[src/rtl/lime_io_ports.sv]
// lime_io_ports: memory-mapped I/O port block for the Lime processor.
// Each channel has an input FIFO, an output FIFO and sticky error flags.
// The channel DATA and STATUS registers sit in a small window at BASE_ADDR.
module lime_io_ports #(
  parameter int               WIDTH     = 16,
  parameter int               N_CH      = 2,
  parameter int               DEPTH     = 4,
  parameter logic [WIDTH-1:0] BASE_ADDR = 16'hFF00
) (
  input  logic                    CLK,
  input  logic                    reset_n,
  input  logic [WIDTH-1:0]        bus_addr,
  input  logic [WIDTH-1:0]        bus_wdata,
  input  logic                    bus_we,
  input  logic                    bus_re,
  output logic                    bus_hit,
  output logic [WIDTH-1:0]        bus_rdata,
  input  logic [N_CH*WIDTH-1:0]   in_data,
  input  logic [N_CH-1:0]         in_valid,
  output logic [N_CH-1:0]         in_ready,
  output logic [N_CH*WIDTH-1:0]   out_data,
  output logic [N_CH-1:0]         out_valid,
  input  logic [N_CH-1:0]         out_ready
);

  localparam int PW = $clog2(DEPTH);
  localparam int CW = PW + 1;

  logic [WIDTH-1:0]            offset;
  logic [2:0]                  chSel;
  logic                        isStatus;
  logic                        busReadOnly;
  logic [N_CH-1:0][WIDTH-1:0]  chData;
  logic [N_CH-1:0][WIDTH-1:0]  chStatus;

  // The window is decoded from the offset; with N_CH <= 8 and a hit,
  // the offset fits in 4 bits: [3:1] picks the channel, [0] picks STATUS.
  assign offset      = bus_addr - BASE_ADDR;
  assign bus_hit     = (offset < WIDTH'(2 * N_CH));
  assign chSel       = offset[3:1];
  assign isStatus    = offset[0];
  // A simultaneous store wins over the load's side effects.
  assign busReadOnly = bus_re && !bus_we;

  genvar c;
  generate
    for (c = 0; c < N_CH; c++) begin : gCh
      logic [WIDTH-1:0] inMem  [DEPTH];
      logic [WIDTH-1:0] outMem [DEPTH];
      logic [PW-1:0]    inWr_q, inWr_d, inRd_q, inRd_d;
      logic [PW-1:0]    outWr_q, outWr_d, outRd_q, outRd_d;
      logic [CW-1:0]    inCnt_q, inCnt_d, outCnt_q, outCnt_d;
      logic             underflow_q, underflow_d, overflow_q, overflow_d;
      logic             sel, dataSel, statSel;
      logic             inEmpty, inFull, outEmpty, outFull;
      logic             inPush, inPop, outPush, outPop;
      logic [CW-1:0]    outFree;
      logic [WIDTH-1:0] statusWord;

      assign sel      = bus_hit && (chSel == 3'(c));
      assign dataSel  = sel && !isStatus;
      assign statSel  = sel && isStatus;

      assign inEmpty  = (inCnt_q == '0);
      assign inFull   = (inCnt_q == CW'(DEPTH));
      assign outEmpty = (outCnt_q == '0);
      assign outFull  = (outCnt_q == CW'(DEPTH));
      assign outFree  = CW'(DEPTH) - outCnt_q;

      // Full/empty come from pre-edge state, so a same-cycle pop never
      // opens room for a push and a same-cycle push never feeds a pop.
      assign inPush   = in_valid[c] && !inFull;
      assign inPop    = dataSel && busReadOnly && !inEmpty;
      assign outPush  = dataSel && bus_we && !outFull;
      assign outPop   = out_ready[c] && !outEmpty;

      assign in_ready[c]  = !inFull;
      assign out_valid[c] = !outEmpty;
      assign out_data[c*WIDTH +: WIDTH] = outEmpty ? '0 : outMem[outRd_q];
      assign chData[c]    = inEmpty ? '0 : inMem[inRd_q];
      assign chStatus[c]  = statusWord;

      // Next-state for pointers, counts and sticky error flags.
      always_comb begin
        inWr_d      = inPush  ? inWr_q  + 1'b1 : inWr_q;
        inRd_d      = inPop   ? inRd_q  + 1'b1 : inRd_q;
        outWr_d     = outPush ? outWr_q + 1'b1 : outWr_q;
        outRd_d     = outPop  ? outRd_q + 1'b1 : outRd_q;
        inCnt_d     = inCnt_q  + CW'(inPush)  - CW'(inPop);
        outCnt_d    = outCnt_q + CW'(outPush) - CW'(outPop);
        underflow_d = underflow_q;
        overflow_d  = overflow_q;
        if (statSel && bus_we && bus_wdata[2]) underflow_d = 1'b0;
        if (statSel && bus_we && bus_wdata[3]) overflow_d  = 1'b0;
        if (dataSel && busReadOnly && inEmpty) underflow_d = 1'b1;
        if (dataSel && bus_we && outFull)      overflow_d  = 1'b1;
      end

      // Control state register; reset discards all buffered data.
      always_ff @(posedge CLK or negedge reset_n) begin
        if (!reset_n) begin
          inWr_q      <= '0;
          inRd_q      <= '0;
          outWr_q     <= '0;
          outRd_q     <= '0;
          inCnt_q     <= '0;
          outCnt_q    <= '0;
          underflow_q <= 1'b0;
          overflow_q  <= 1'b0;
        end else begin
          inWr_q      <= inWr_d;
          inRd_q      <= inRd_d;
          outWr_q     <= outWr_d;
          outRd_q     <= outRd_d;
          inCnt_q     <= inCnt_d;
          outCnt_q    <= outCnt_d;
          underflow_q <= underflow_d;
          overflow_q  <= overflow_d;
        end
      end

      // FIFO storage is left unreset; the counts decide what is visible.
      always_ff @(posedge CLK) begin
        if (inPush)  inMem[inWr_q]   <= in_data[c*WIDTH +: WIDTH];
        if (outPush) outMem[outWr_q] <= bus_wdata;
      end

      // STATUS register layout; unused upper bits stay zero.
      always_comb begin
        statusWord        = '0;
        statusWord[0]     = !inEmpty;
        statusWord[1]     = !outFull;
        statusWord[2]     = underflow_q;
        statusWord[3]     = overflow_q;
        statusWord[7:4]   = 4'(inCnt_q);
        statusWord[11:8]  = 4'(outFree);
      end
    end
  endgenerate

  // Read data is driven only for a load that hits the window.
  always_comb begin
    bus_rdata = '0;
    if (bus_hit && bus_re) begin
      for (int i = 0; i < N_CH; i++) begin
        if (chSel == 3'(i)) bus_rdata = isStatus ? chStatus[i] : chData[i];
      end
    end
  end

endmodule
[config.mk]
export PLATFORM = sky130hd
export DESIGN_NAME = lime_io_ports
export DESIGN_NICKNAME = d
export VERILOG_FILES = /design/src/rtl/lime_io_ports.sv
export SDC_FILE = /design/constraint.sdc
export NUM_CORES = 1
export LEC_CHECK = 0
export ABC_AREA = 1
export CAP_MARGIN = 20
export CORE_ASPECT_RATIO = 0.6
export CORE_MARGIN = 2
export CORE_UTILIZATION = 25
export CTS_BUF_LIST = sky130_fd_sc_hd__clkbuf_16
export CTS_CLUSTER_DIAMETER = 200
export DETAILED_ROUTE_END_ITERATION = 10
export PLACE_DENSITY = 0.4
export SYNTH_ARGS = -nofsm -noshare
export SYNTH_HDL_FRONTEND = slang
export SYNTH_SLANG_ARGS = --single-unit
[constraint.sdc]
create_clock -name CLK -period 6.28 [get_ports CLK]
set_input_delay 0.628 -clock CLK [delete_from_list [all_inputs] [get_ports CLK]]
set_output_delay 0.628 -clock CLK [all_outputs]
set_load 0.01 [all_outputs]
==> key figures <==
Run status
  – Run status: completed

Floorplan
  – Die Width: 292 um
  – Area of the die: 0.0516 sq mm
  – Die Y-Extent: 177 um
  – Number of top-level design ports: 125
  – CORE AREA: 0.0493 sq mm
  – Starting Density: 0.252
  – # rows: 63

Route
  – Average via count per standard cell: 4.36
  – Per-cell routed wire length: 19.1 um
  – DRC violation count after routing: 0
  – Number of DRC markers in iteration 0: 690
  – Final wirelength: 35,900 um
  – Number of vias after detailed routing: 8,208
  – Remaining number of nets flagged by the antenna check after routing: 0
  – TritonRoute pass-1 iters: 5

STA
  – Final count of negative-setup-slack endpoints: 0
  – Final worst path period share: 0.692
  – Unrepaired setup endpoints after global routing: false
  – Transition time at the pin with the least slew margin: 1.11 ns
  – Fmax achieved: 0.230 GHz
  – Final WS setup: 1.94 ns
  – Hold Violations, Final: 0
  – Sum Neg Setup Slack: 0 ns
  – Pins over their slew limit: 0
  – Largest clock skew in the final design: 0.00981 ns
  – Rel. slew slack: 0.263
  – Time the worst path needs with I/O delays and setup: 4.34 ns

Yosys
  – Seq/Total Area, Yosys: 0.682
  – FF+latch count, synth: 288
  – Total of warnings raised by yosys: 0
  – Post-synth net total: 1,194
  – Synth unique cells: 35
  – Post-synthesis area per instance: 11.4 sq um
  – Mapped cell area: 0.0124 sq mm
  – Post-synthesis instance total: 1,088

Global routing
  – Largest net degree at the start of global routing: 36
  – GRT Total Usage: 0.138
  – Antenna violations before repair: 2
  – Vias in the first global route: 8,051
  – First-pass GRT wire length: 53,000 um
  – Overflow left after global routing: 0

Clock network
  – Resized cells post-CTS: 0
  – Clock slew at reported path FFs: 0.07 ns
  – H-Tree Level Count: 1
  – Hold-fix buffer count after cts: 0
  – CTS Buf Count: 30
  – Root Driver: clkbuf_16
  – Max Root-Sink Buffers: 3
  – CTS tree: yes
  – Skew-Pair Late Insertion Delay: 0.57 ns
  – Setup Fix Bufs, Post-CTS: 0
  – Number of clock sinks seen by CTS: 288

Finish
  – Nets: 1,315
  – Synthesis-to-finish area growth: 23.6%
  – Ratio of cells with drive above 1 in the final layout: 0.0770
  – Fill count: 4,996

Critical path
  – Max FO, Critical Path: 35
  – CP startpoint kind: register
  – Crit path cell chain: inv_1 > o21ai_0 > o22ai_1 > nand2_1 > nand2_1 > nand2_1 > nor2_1 > clkdlybuf4s50_1
  – Critical path data required time: 5.65 ns
  – Maximum cell stage delay along the critical path: 0.90 ns
  – Kind of end point of the critical path: primary output
  – Data arrival, critical path: 3.72 ns
  – Cell repeated most along the worst path: nand2_1
  – Slowest stage cell, crit path: inv_1
  – Critical path start-end classification: register to primary output

Placement
  – Input/output buffers: 124
  – Detailed Place HPWL: 23,800 um
  – Setup WS pre-CTS: 2.05 ns
  – Final GP Congestion: 0.759

Power and ir drop
  – Leakage power summed over all cells: 5.48 nW
  – Power density relative to cell area: 389 mW/mm^2
  – Peak supply drop: 180 uV

Run
  – Max-cap check violation count: 0

Worst hold path
  – Min-delay worst type: input pin to asynchronous set/reset pin
per-stage QoR:
stage | power (mW) | area, sq um | utilization | instances | hold WS, ns
after floorplan | 3.40 | 12400 | - | 1088 | 0.332
after global placement | 4.25 | 14400 | 0.292 | 1827 | 0.459
after detailed placement | 4.25 | 14400 | 0.292 | 1827 | 0.453
after CTS | 6.08 | 15400 | 0.312 | 1883 | 0.169
after global routing | 6.32 | 15400 | 0.312 | 1883 | 0.198
final | 5.97 | 15400 | 0.312 | 1884 | 0.150
power breakdown:
group	internal [mW]	switching, mW	total [mW]
clock	1.02	0.781	1.80
combinational	0.685	1.01	1.70
sequential	2.34	0.129	2.47
total	4.05	1.92	5.97
path summary, 6_finish.rpt:
check / startpoint / to / slack [ns] / cells after the start
worst max-delay path: gCh[1].inRd_q[0] / bus_rdata[9] / 1.94 / 8
worst min-delay path: reset_n / gCh[0].inWr_q[0] / 0.15 / 1
worst max register to register: gCh[0].outCnt_q[1] / gCh[0].outCnt_q[2] / 3.55 / 13
worst min register to register: gCh[0].outCnt_q[1] / gCh[0].outCnt_q[2] / 0.47 / 1
max in group asynchronous: reset_n / gCh[1].inWr_q[1] / 5.57 / 1
min in group CLK: gCh[0].outCnt_q[1] / gCh[0].outCnt_q[2] / 0.47 / 1
flip-flops by register name (all words and copies together), names as in the netlist:
register	flops
gCh.inMem	128
gCh.outMem	128
gCh.inCnt_q	6
gCh.outCnt_q	6
gCh.inRd_q	4
gCh.inWr_q	4
gCh.outRd_q	4
gCh.outWr_q	4
gCh.overflow_q	2
gCh.underflow_q	2
critical path, delay by kind of cell (launching register included):
| kind | cells | cell delay (ns) |
|---|---|---|
| AND/OR/NAND/NOR | 4 | 0.42 |
| buffers and inverters | 2 | 1.45 |
| AO/OA/AOI/OAI | 2 | 0.46 |
| flip-flops | 1 | 0.79 |
cell usage in the layout (no fill, tap or decap), drive strengths merged:
master / n
nor2: 242
dfrtp: 32
bufinv: 3
xor2: 8
ha: 30
o22ai: 20
nand3: 40
a21oi: 66
nor4: 1
clkinvlp: 6
diode: 1
o211ai: 2
o21ai: 125
nand3b: 1
nand4: 7
xnor2: 5
clkdlybuf4s50: 123
clkbuf: 31
clkinv: 10
fa: 4
buf: 19
inv: 85
edfxtp: 256
nor3: 3
nand2: 114
cells in the mapped netlist (all sizes together):
cell type	count	area, sq um
xor2	8	70.1
nor2	242	955
o211ai	2	15.0
inv	79	297
buf	36	203
ha	30	375
fa	4	80.1
xnor2	5	43.8
nand3b	1	7.51
o21ai	125	629
dfrtp	32	801
nor3	3	31.3
nand4	7	43.8
o22ai	20	125
edfxtp	256	7690
nor4	1	6.26
nand3	40	230
nand2	114	443
a21oi	66	330
clkbuf	17	63.8
cells by family (layout without fill, tap and decap cells):
group	after synthesis	in the layout	synth area share
DFF	288	288	0.682
xor gates and xnor gates	13	13	0.00915
other	0	1	0
buffers and inverters	132	277	0.0453
and+or+nand+nor	408	408	0.138
adders and majority gates	34	34	0.0366
AOI/OAI and AO/OA	213	213	0.0884
cell type report:
type,instances,area [sq um],area share
Multi-Input combinational cell,668,3400,0.221
Timing Repair Buffer,142,1370,0.0892
Tap cell,650,813,0.0529
Inverter,79,297,0.0193
Clock buffer,31,776,0.0505
Antenna cell,1,2.50,0.000163
Clock inverter,25,219,0.0142
Sequential cell,288,8490,0.552
routing by layer:
layer  wire [um]  vias to the layer above  global-route usage
met5          12                        -                   0
met4         574                        2              0.0260
met3        1320                       37              0.0226
met2       14400                      149               0.192
met1       19600                     4020               0.222
li1            -                     4000                   -
(Power assumes the default switching activity.)
